**src/rtl/data_memory_ctrl.sv**
```systemverilog
// Byte-addressable word RAM with RV32 sized/signed loads and stores, busywait
// handshake with configurable latency, fault detection, post-reset clear and a debug snapshot port.
module data_memory_ctrl #(
  parameter int DEPTH_WORDS = 64,
  parameter int LATENCY     = 1,
  parameter int DBG_IDX_W   = 5
) (
  input  logic                 clock,
  input  logic                 reset,
  input  logic [3:0]           read,
  input  logic [2:0]           write,
  input  logic [31:0]          address,
  input  logic [31:0]          writedata,
  output logic [31:0]          readdata,
  output logic                 busywait,
  output logic                 fault,
  input  logic                 dbg_req,
  input  logic [DBG_IDX_W-1:0] dbg_index,
  output logic                 dbg_valid,
  output logic [39:0]          dbg_data
);

  localparam int IDX_W = (DEPTH_WORDS > 1) ? $clog2(DEPTH_WORDS) : 1;
  localparam bit ZERO_LAT = (LATENCY == 0);

  // Handshake: a request (read[3] or write[2]) in IDLE raises busywait in the
  // same cycle; busywait falls in the single DONE cycle, when results are valid.
  typedef enum logic [1:0] {CLEAR, IDLE, WAIT, DONE} state_t;

  state_t           state;
  logic [IDX_W-1:0] clr_ptr;
  logic [2:0]       wait_cnt;
  logic [3:0]       rd_q;
  logic [2:0]       wr_q;
  logic [31:0]      addr_q;
  logic [31:0]      wdata_q;
  logic [31:0]      mem [DEPTH_WORDS];

  logic             req;
  logic             finish;
  logic [3:0]       rd_e;
  logic [2:0]       wr_e;
  logic [31:0]      a_e;
  logic [31:0]      wd_e;
  logic             is_load;
  logic             is_store;
  logic [1:0]       size;
  logic             acc_fault;
  logic [IDX_W-1:0] widx;
  logic [31:0]      word;
  logic [7:0]       byte_v;
  logic [15:0]      half_v;
  logic [31:0]      load_val;
  logic [3:0]       be;
  logic [31:0]      sdata;
  logic [31:0]      dbg_ext;

  assign req = read[3] | write[2];
  // The access completes at the edge that enters DONE; with zero latency that
  // edge is the one accepting the request, so the live inputs are used.
  assign finish = (state == IDLE && req && ZERO_LAT) || (state == WAIT && wait_cnt == 3'd1);

  assign rd_e = (state == IDLE) ? read      : rd_q;
  assign wr_e = (state == IDLE) ? write     : wr_q;
  assign a_e  = (state == IDLE) ? address   : addr_q;
  assign wd_e = (state == IDLE) ? writedata : wdata_q;

  assign is_load  = rd_e[3];
  assign is_store = wr_e[2] & ~rd_e[3];
  assign size     = is_load ? rd_e[1:0] : wr_e[1:0];
  assign widx     = a_e[IDX_W+1:2];
  assign word     = mem[widx];

  always_comb begin
    acc_fault = 1'b0;
    if (rd_e[3] && wr_e[2]) acc_fault = 1'b1;
    if (is_load && (rd_e[1:0] == 2'b11 || (rd_e[2] && rd_e[1]))) acc_fault = 1'b1;
    if (is_store && wr_e[1:0] == 2'b11) acc_fault = 1'b1;
    if (size == 2'b01 && a_e[0]) acc_fault = 1'b1;
    if (size == 2'b10 && a_e[1:0] != 2'b00) acc_fault = 1'b1;
    if ({2'b00, a_e[31:2]} >= 32'(DEPTH_WORDS)) acc_fault = 1'b1;
  end

  always_comb begin
    byte_v = word[7:0];
    case (a_e[1:0])
      2'd1:    byte_v = word[15:8];
      2'd2:    byte_v = word[23:16];
      2'd3:    byte_v = word[31:24];
      default: byte_v = word[7:0];
    endcase
    half_v = a_e[1] ? word[31:16] : word[15:0];
    case (rd_e[2:0])
      3'b000:  load_val = {{24{byte_v[7]}}, byte_v};
      3'b001:  load_val = {{16{half_v[15]}}, half_v};
      3'b010:  load_val = word;
      3'b100:  load_val = {24'd0, byte_v};
      3'b101:  load_val = {16'd0, half_v};
      default: load_val = 32'd0;
    endcase
  end

  always_comb begin
    be    = 4'b0000;
    sdata = wd_e;
    case (wr_e[1:0])
      2'b00: begin
        be    = 4'b0001 << a_e[1:0];
        sdata = {4{wd_e[7:0]}};
      end
      2'b01: begin
        be    = a_e[1] ? 4'b1100 : 4'b0011;
        sdata = {2{wd_e[15:0]}};
      end
      2'b10:   be = 4'b1111;
      default: be = 4'b0000;
    endcase
  end

  always_comb begin
    busywait = 1'b1;
    case (state)
      CLEAR:   busywait = 1'b1;
      IDLE:    busywait = req;
      WAIT:    busywait = 1'b1;
      DONE:    busywait = 1'b0;
      default: busywait = 1'b1;
    endcase
  end

  // State is reset asynchronously, so a store in flight can never reach its
  // commit edge once reset has been asserted.
  always_ff @(posedge clock) begin
    if (state == CLEAR) begin
      mem[clr_ptr] <= 32'd0;
    end else if (finish && is_store && !acc_fault) begin
      for (int i = 0; i < 4; i++)
        if (be[i]) mem[widx][8*i +: 8] <= sdata[8*i +: 8];
    end
  end

  always_ff @(posedge clock or negedge reset) begin
    if (!reset) begin
      state    <= CLEAR;
      clr_ptr  <= '0;
      wait_cnt <= 3'd0;
      rd_q     <= 4'd0;
      wr_q     <= 3'd0;
      addr_q   <= 32'd0;
      wdata_q  <= 32'd0;
      readdata <= 32'd0;
      fault    <= 1'b0;
    end else begin
      fault <= 1'b0;
      case (state)
        CLEAR: begin
          clr_ptr <= clr_ptr + 1'b1;
          if (clr_ptr == IDX_W'(DEPTH_WORDS - 1)) state <= IDLE;
        end
        IDLE: begin
          if (req) begin
            rd_q     <= read;
            wr_q     <= write;
            addr_q   <= address;
            wdata_q  <= writedata;
            wait_cnt <= 3'(LATENCY);
            state    <= ZERO_LAT ? DONE : WAIT;
          end
        end
        WAIT: begin
          wait_cnt <= wait_cnt - 3'd1;
          if (wait_cnt == 3'd1) state <= DONE;
        end
        DONE:    state <= IDLE;
        default: state <= IDLE;
      endcase
      if (finish) begin
        fault <= acc_fault;
        if (is_load) readdata <= acc_fault ? 32'd0 : load_val;
      end
    end
  end

  assign dbg_ext = 32'(dbg_index);

  always_ff @(posedge clock or negedge reset) begin
    if (!reset) begin
      dbg_valid <= 1'b0;
      dbg_data  <= 40'd0;
    end else begin
      dbg_valid <= dbg_req;
      if (dbg_req)
        dbg_data <= {(dbg_ext < 32'(DEPTH_WORDS)) ? mem[dbg_ext[IDX_W-1:0]] : 32'd0,
                     dbg_ext[7:0]};
    end
  end

endmodule
```
**config.mk**
```make
export PLATFORM = sky130hd
export DESIGN_NAME = data_memory_ctrl
export DESIGN_NICKNAME = d
export VERILOG_FILES = /design/src/rtl/data_memory_ctrl.sv
export SDC_FILE = /design/constraint.sdc
export NUM_CORES = 2
export LEC_CHECK = 0
export BUFFER_PORTS_ARGS = -buffer_cell sky130_fd_sc_hd__clkbuf_2
export CAP_MARGIN = 20
export CORE_UTILIZATION = 60
export DETAILED_ROUTE_END_ITERATION = 8
export GPL_ROUTABILITY_DRIVEN = 0
export MAX_ROUTING_LAYER = met4
export PLACE_DENSITY = 0.79
export SYNTH_ARGS = -nofsm -noshare
export SYNTH_HDL_FRONTEND = slang
export SYNTH_SLANG_ARGS = --single-unit
```
**constraint.sdc**
```tcl
create_clock -name clock -period 7.5 [get_ports clock]
set_input_delay 1.125 -clock clock [delete_from_list [all_inputs] [get_ports clock]]
set_output_delay 1.125 -clock clock [all_outputs]
set_load 0.005 [all_outputs]
```
# --- Yosys cells after proc, flatten, opt, wreduce, memory -nomap -nowiden ---
# Memory sizes are Yosys's and may differ from the RTL's. A register that Yosys moved wholly into a read port is not among the register bits.
# Cells that the tools add are included.
classes:
  n_addsub: 2
  multipliers: 0
  div: 0
  order_cmp: 2
  n_eq_ne: 21
  shifts: 1
  muxes: 48
  n_bitwise: 3
  reduce_logical: 23
ops:
  columns: ["op", "n"]
  rows:
  - ["$mux W32", 5]
  - ["$pmux W32 S5", 1]
  - ["$pmux W32 S2", 1]
  - ["$reduce_or A32 Y1", 1]
  - ["$ge A30 B7 Y1 const B", 1]
  - ["$mux W1", 25]
  - ["$pmux W8 S3", 1]
  - ["$eq A2 B2 Y1 const B", 8]
  - ["$mux W16", 1]
  - ["$mux W4", 3]
  - ["$pmux W4 S3", 1]
  - ["$logic_and A1 B1 Y1", 9]
  - ["$eq A2 B1 Y1 const B", 4]
  - ["$mux W2", 4]
  - ["$pmux W2 S4", 1]
  - ["$lt A5 B7 Y1 const B", 1]
  - ["$add A6 B1 Y6 const B", 1]
  - ["$eq A3 B1 Y1 const B", 2]
  - ["$eq A3 B3 Y1 const B", 2]
  - ["$eq A6 B6 Y1 const B", 1]
  - ["$mux W3", 2]
  - ["$mux W6", 1]
  - ["$pmux W3 S2", 1]
  - ["$reduce_and A2 Y1", 3]
  - ["other kinds (16)", 20]
word_totals:
  ff_bits: 153
  latch_bits: 0
  ram_bits: 2048
  romBits: 0
  in_bits: 79
  out_inout_bits: 75
  wordCells: 112
  mem_count: 1
mem_list:
  columns: ["name", "words", "width", "read_ports", "rd_ports_with_merged_regs", "write_ports", "line", "rtl"]
  rows:
  - ["mem", 64, 32, 2, 1, 1, "37", "logic [31:0] mem [DEPTH_WORDS];"]

# --- Longest topological paths before layout ---
depth:
  ltp_word: 17
  mapped_depth: 19

# --- Worst setup path before layout ---
# OpenSTA, ideal clock, no wires.
synth_path:
  kind: "input -> register"
  startpoint: "in read[1]"
  endpoint: "mem mem[0][31], data pin"
  setup_ns: 0.721
  t_arrival_ns: 5.676
  required_ns: 6.779
  path_slack_ns: 1.102
  cell_stages: 9
  n_path_buf: 3
  path_cell_list: "mux2i_1 o31ai_1 a221oi_2 o2111ai_2 or3_1 buf_2 clkbuf_1 clkbuf_1 a211oi_1"
synth_via:
  elab_chain_len: 16
  word_cells_on_any_way: 31
synth_rtl:
  columns: ["element", "line", "rtl"]
  rows:
  - ["start: declaration", "10", "input logic [3:0] read,"]
  - ["$mux W4 *", "63", "assign rd_e = (state == IDLE) ? read : rd_q;"]
  - ["$eq A2 B2 Y1 / $logic_and A1 B1 Y1 (equally long branches)", "77", "if (is_load && (rd_e[1:0] == 2'b11 || (rd_e[2] && rd_e[1]))) acc_fault = 1'b1;"]
  - ["$logic_or A1 B1 Y1", "77", null]
  - ["$logic_and A1 B1 Y1", "77", null]
  - ["$mux W1", "77", null]
  - ["$mux W1", "78", "if (is_store && wr_e[1:0] == 2'b11) acc_fault = 1'b1;"]
  - ["$mux W1", "79", "if (size == 2'b01 && a_e[0]) acc_fault = 1'b1;"]
  - ["$mux W1 *", "80", "if (size == 2'b10 && a_e[1:0] != 2'b00) acc_fault = 1'b1;"]
  - ["$mux W1 *", "81", "if ({2'b00, a_e[31:2]} >= 32'(DEPTH_WORDS)) acc_fault = 1'b1;"]
  - ["$logic_not A1 Y1 *", "136", "end else if (finish && is_store && !acc_fault) begin"]
  - ["$logic_and A1 B1 Y1 *", "136", null]
  - ["$mux W1", "136", null]
  - ["$mux W1", "134", "if (state == CLEAR) begin"]
  - ["$mux W1 (not written as such)", "138", "if (be[i]) mem[widx][8*i +: 8] <= sdata[8*i +: 8];"]
  - ["$reduce_or A32 Y1 (no line) *", null, null]
  - ["$mux W32 (no line) *", null, null]
  - ["end: declaration", "37", null]
# Mark *: on every way between the ends. The rest lies on a longest branch, timed or not.

# --- Worst setup path after layout ---
layout_path:
  startpoint: "reg state[1]"
  endpoint: "reg readdata[5]"
layout_via:
  elab_chain_len: 11
  word_cells_on_any_way: 42
layout_rtl:
  columns: ["element", "line", "rtl"]
  rows:
  - ["start: declaration", "30", "state_t state;"]
  - ["start signal: assignment", "167", "state <= ZERO_LAT ? DONE : WAIT;"]
  - ["parallel branches: the longest is 11 deep, another holds $mem_v2 Z64 W32", null, null]
  - ["end signal: assignment", "179", "if (is_load) readdata <= acc_fault ? 32'd0 : load_val;"]
  - ["end: declaration", "14", "output logic [31:0] readdata,"]
# Several ways; the timed one is not identified.
# A chain may end at the register's enable or synchronous reset.

==> impl_metrics.toml <==
[power]
power_mw = 24.5
power_density_nw_per_um2 = 221
p_leak_nw = 35.3
vdd_drop_max_mv = 0.257

[logic_synthesis]
ys_warn_count = 0
synth_top_area_share_pct = 62.0
synth_area_um2 = 99200
synth-xor-area-share_pct = 0.0441
synth_cells = 7489
synth_flop_cell = "edfxtp_1"
synth_common_cells = "edfxtp_1, nand2_1, nand3_1"
synth_top_family_by_area = "simple AND/OR/NAND/NOR gates"
ys_types = 80
yosysMostFrequentCell = "edfxtp_1"
yosysSeqAreaShare_pct = 65.8
ys_ff_latch = 2201
synth.largest_area_cell = "edfxtp_1"
postSynth.asyncResetShare_pct = 6.95
yosys-top-cells-area = "edfxtp_1, mux4_2, nand2_1, dfrtp_1, nand3_1"
synth_compound_area_share_pct = 6.01
synth_edf_count = 2048
synth_mux_area_share_pct = 11.3
postSynthAreaPerCell_um2 = 13.2
synth-simple-area-share_pct = 13.9
yosys.area_share.adder_pct = 0.0883

[floorplanning]
fp.dieH_um = 409
io_pins = 154
coreArea_um2 = 164000
rows = 148
start_util_pct = 60.7
die_width_um = 409
dieArea_um2 = 167000

[routing]
wl_per_cell_um = 32.6
detail_route.iter0.violations = 14300
viasPerCell = 7.22
ant_nets = 0
first_pass_iters = 7
wirelength_um = 325000
vias = 72100
drc_errors = 0

[clock_tree]
cts_setup_buffers = 0
root_buffer = "clkbuf_16"
cts.clk_slew.worst_paths_ns = 0.07
hold_buffers = 0
cts_tree = "yes"
clk_latency_ns = 0.90
htreeDepth = 4
numCtsBuffers = 214
cts-resized-gates = 0
clock_sinks = 2201
cts.path.max_buffers = 3

[global_route]
grt_pass1_wl_um = 469000
overflow = 0
grt_pass1_vias = 69400
grt_max_degree = 170
grt_use_total_pct = 39.8
antenna_found_initial = 16

[sta]
final-max-slew-violation-count = 0
timing.slew.headroom_pct = 10.1
worst_pin_slew_ns = 1.34
post-route-period-util_pct = 85.9
timing.fmax_mhz = 155
setup_tns_ns = 0
min_period_ns = 6.44
rsz0062_at_grt = "false"
hold_violations = 0
holdWs_ns = 0.207
setup_violations = 0
clock_skew_ns = 0.0591

[setup_path]
worstPathArrival_ns = 7.16
path_cells = "inv_1, ha_4, buf_4, mux2i_4, buf_4, buf_4, mux2i_1, a311oi_1, a211oi_1, nand4_1, nor2_1, o21ai_0, nand4_1"
crit_path_end_kind = "flop"
cp_common_cell = "buf_4"
slowest_stage = "o21ai_0"
crit_family = "buffers and inverters"
critical-path-max-stage-delay_ns = 0.83
crit-reg2reg-launch = "state[1]"
worstSetupPathType = "reg2reg"
reg2reg_depth = 13
cp.required_ns = 8.22
cp-start-kind = "flop"
r2r_setup_slack_ns = 1.06
r2r-end = "readdata[5]"
path_buf_inv = 4
crit_fanout = 55

[final_layout]
syn2layout_area_growth_pct = 11.7
post_route_cells_drive_above_1_share_pct = 17.8
num-fill-cells = 10600
nets = 7688
post-route-util_pct = 67.8

[min_path]
hold_path.class = "in2async"

[status]
run_status = "completed"

[placed_design]
dp_hpwl_um = 201000
port_buffers = 150

[run]
maxCapViolCount = 0
==> stage by stage <==
step	setup WS [ns]	cell area [um^2]	cells
2_1_floorplan	1.10	99200	7491
3_3_place_gp	1.52	103000	9538
3_5_place_dp	1.41	104000	9546
4_1_cts	1.38	111000	9945
5_1_grt	0.985	111000	9979
6_report	1.06	111000	9980
==> how the worst max path moves through the flow <==
| stage | start | end | slack (ns) | cells past startpoint |
|---|---|---|---|---|
| floorplan | read[1] | mem[0][31] | 1.10 | 9 |
| CTS | state[1] | readdata[4] | 1.38 | 14 |
| global placement | state[1] | readdata[4] | 1.52 | 14 |
| finish | state[1] | readdata[5] | 1.06 | 13 |
| global route | state[1] | readdata[2] | 0.99 | 15 |
| detailed placement | state[1] | readdata[4] | 1.41 | 14 |
==> layer usage <==
layer	share of wire, %	routed length, um	vias up	track usage [%]
met5	0	0	-	-
met3	16	51000	1507	11.0
met2	44	144000	7046	57.1
met1	32	104000	34800	49.7
met4	8.2	26800	0	26.4
li1	-	-	28800	-
==> layout by cell type, fill, tap and decap left out, types with 119 or more instances in the layout <==
master     count
clkbuf_2     142
nor2_1       174
nand3_1      747
dfrtp_1      152
nand2_1     1642
mux4_2       330
a21oi_1      180
nor3_1       193
clkbuf_16    218
buf_4        304
o21ai_0      119
mux2i_1      265
edfxtp_1    2048
==> kinds of logic after synthesis <==
logic type / after synthesis
other: 1
buffers and inverters: 633
AO/OA/AOI/OAI: 870
adder cells (fa/ha/maj): 7
AND/OR/NAND/NOR: 3077
XOR/XNOR: 5
multiplexers: 695
flip-flops: 2201
==> cell type report <==
type	count	area [um^2]	share of cell area, %
clock buffers	271	5790	5.23
clock inverters	128	1330	1.20
flip-flops and latches	2201	65300	58.9
well taps	2175	2720	2.45
multi-input cells	4657	31800	28.7
inverters	36	135	0.122
diodes	20	50.0	0.0451
repair buffers	492	3650	3.29
==> flip-flops by register name (all words and copies together), names as in the netlist <==
| register | count |
|---|---|
| mem | 2048 |
| dbg_data | 37 |
| addr_q | 32 |
| readdata | 32 |
| wdata_q | 32 |
| clr_ptr | 6 |
| rd_q | 4 |
| wait_cnt | 3 |
| wr_q | 3 |
| state | 2 |
| dbg_valid | 1 |
| fault | 1 |
==> power breakdown <==
group / switching (mW) / internal, mW
Combinational: 0.188 / 0.103
Clock: 4.81 / 6.20
Sequential: 0.00129 / 13.2
==> worst reg2reg max path: cells and delay by family (launching register included) <==
family	cells	cell delay, ns
compound gates	3	1.40
fa+ha+maj	1	0.72
flops	1	0.41
buf+inv	4	2.08
mux	2	0.98
simple gates	3	0.66
No activity file was read; power rests on OpenSTA's default activity.
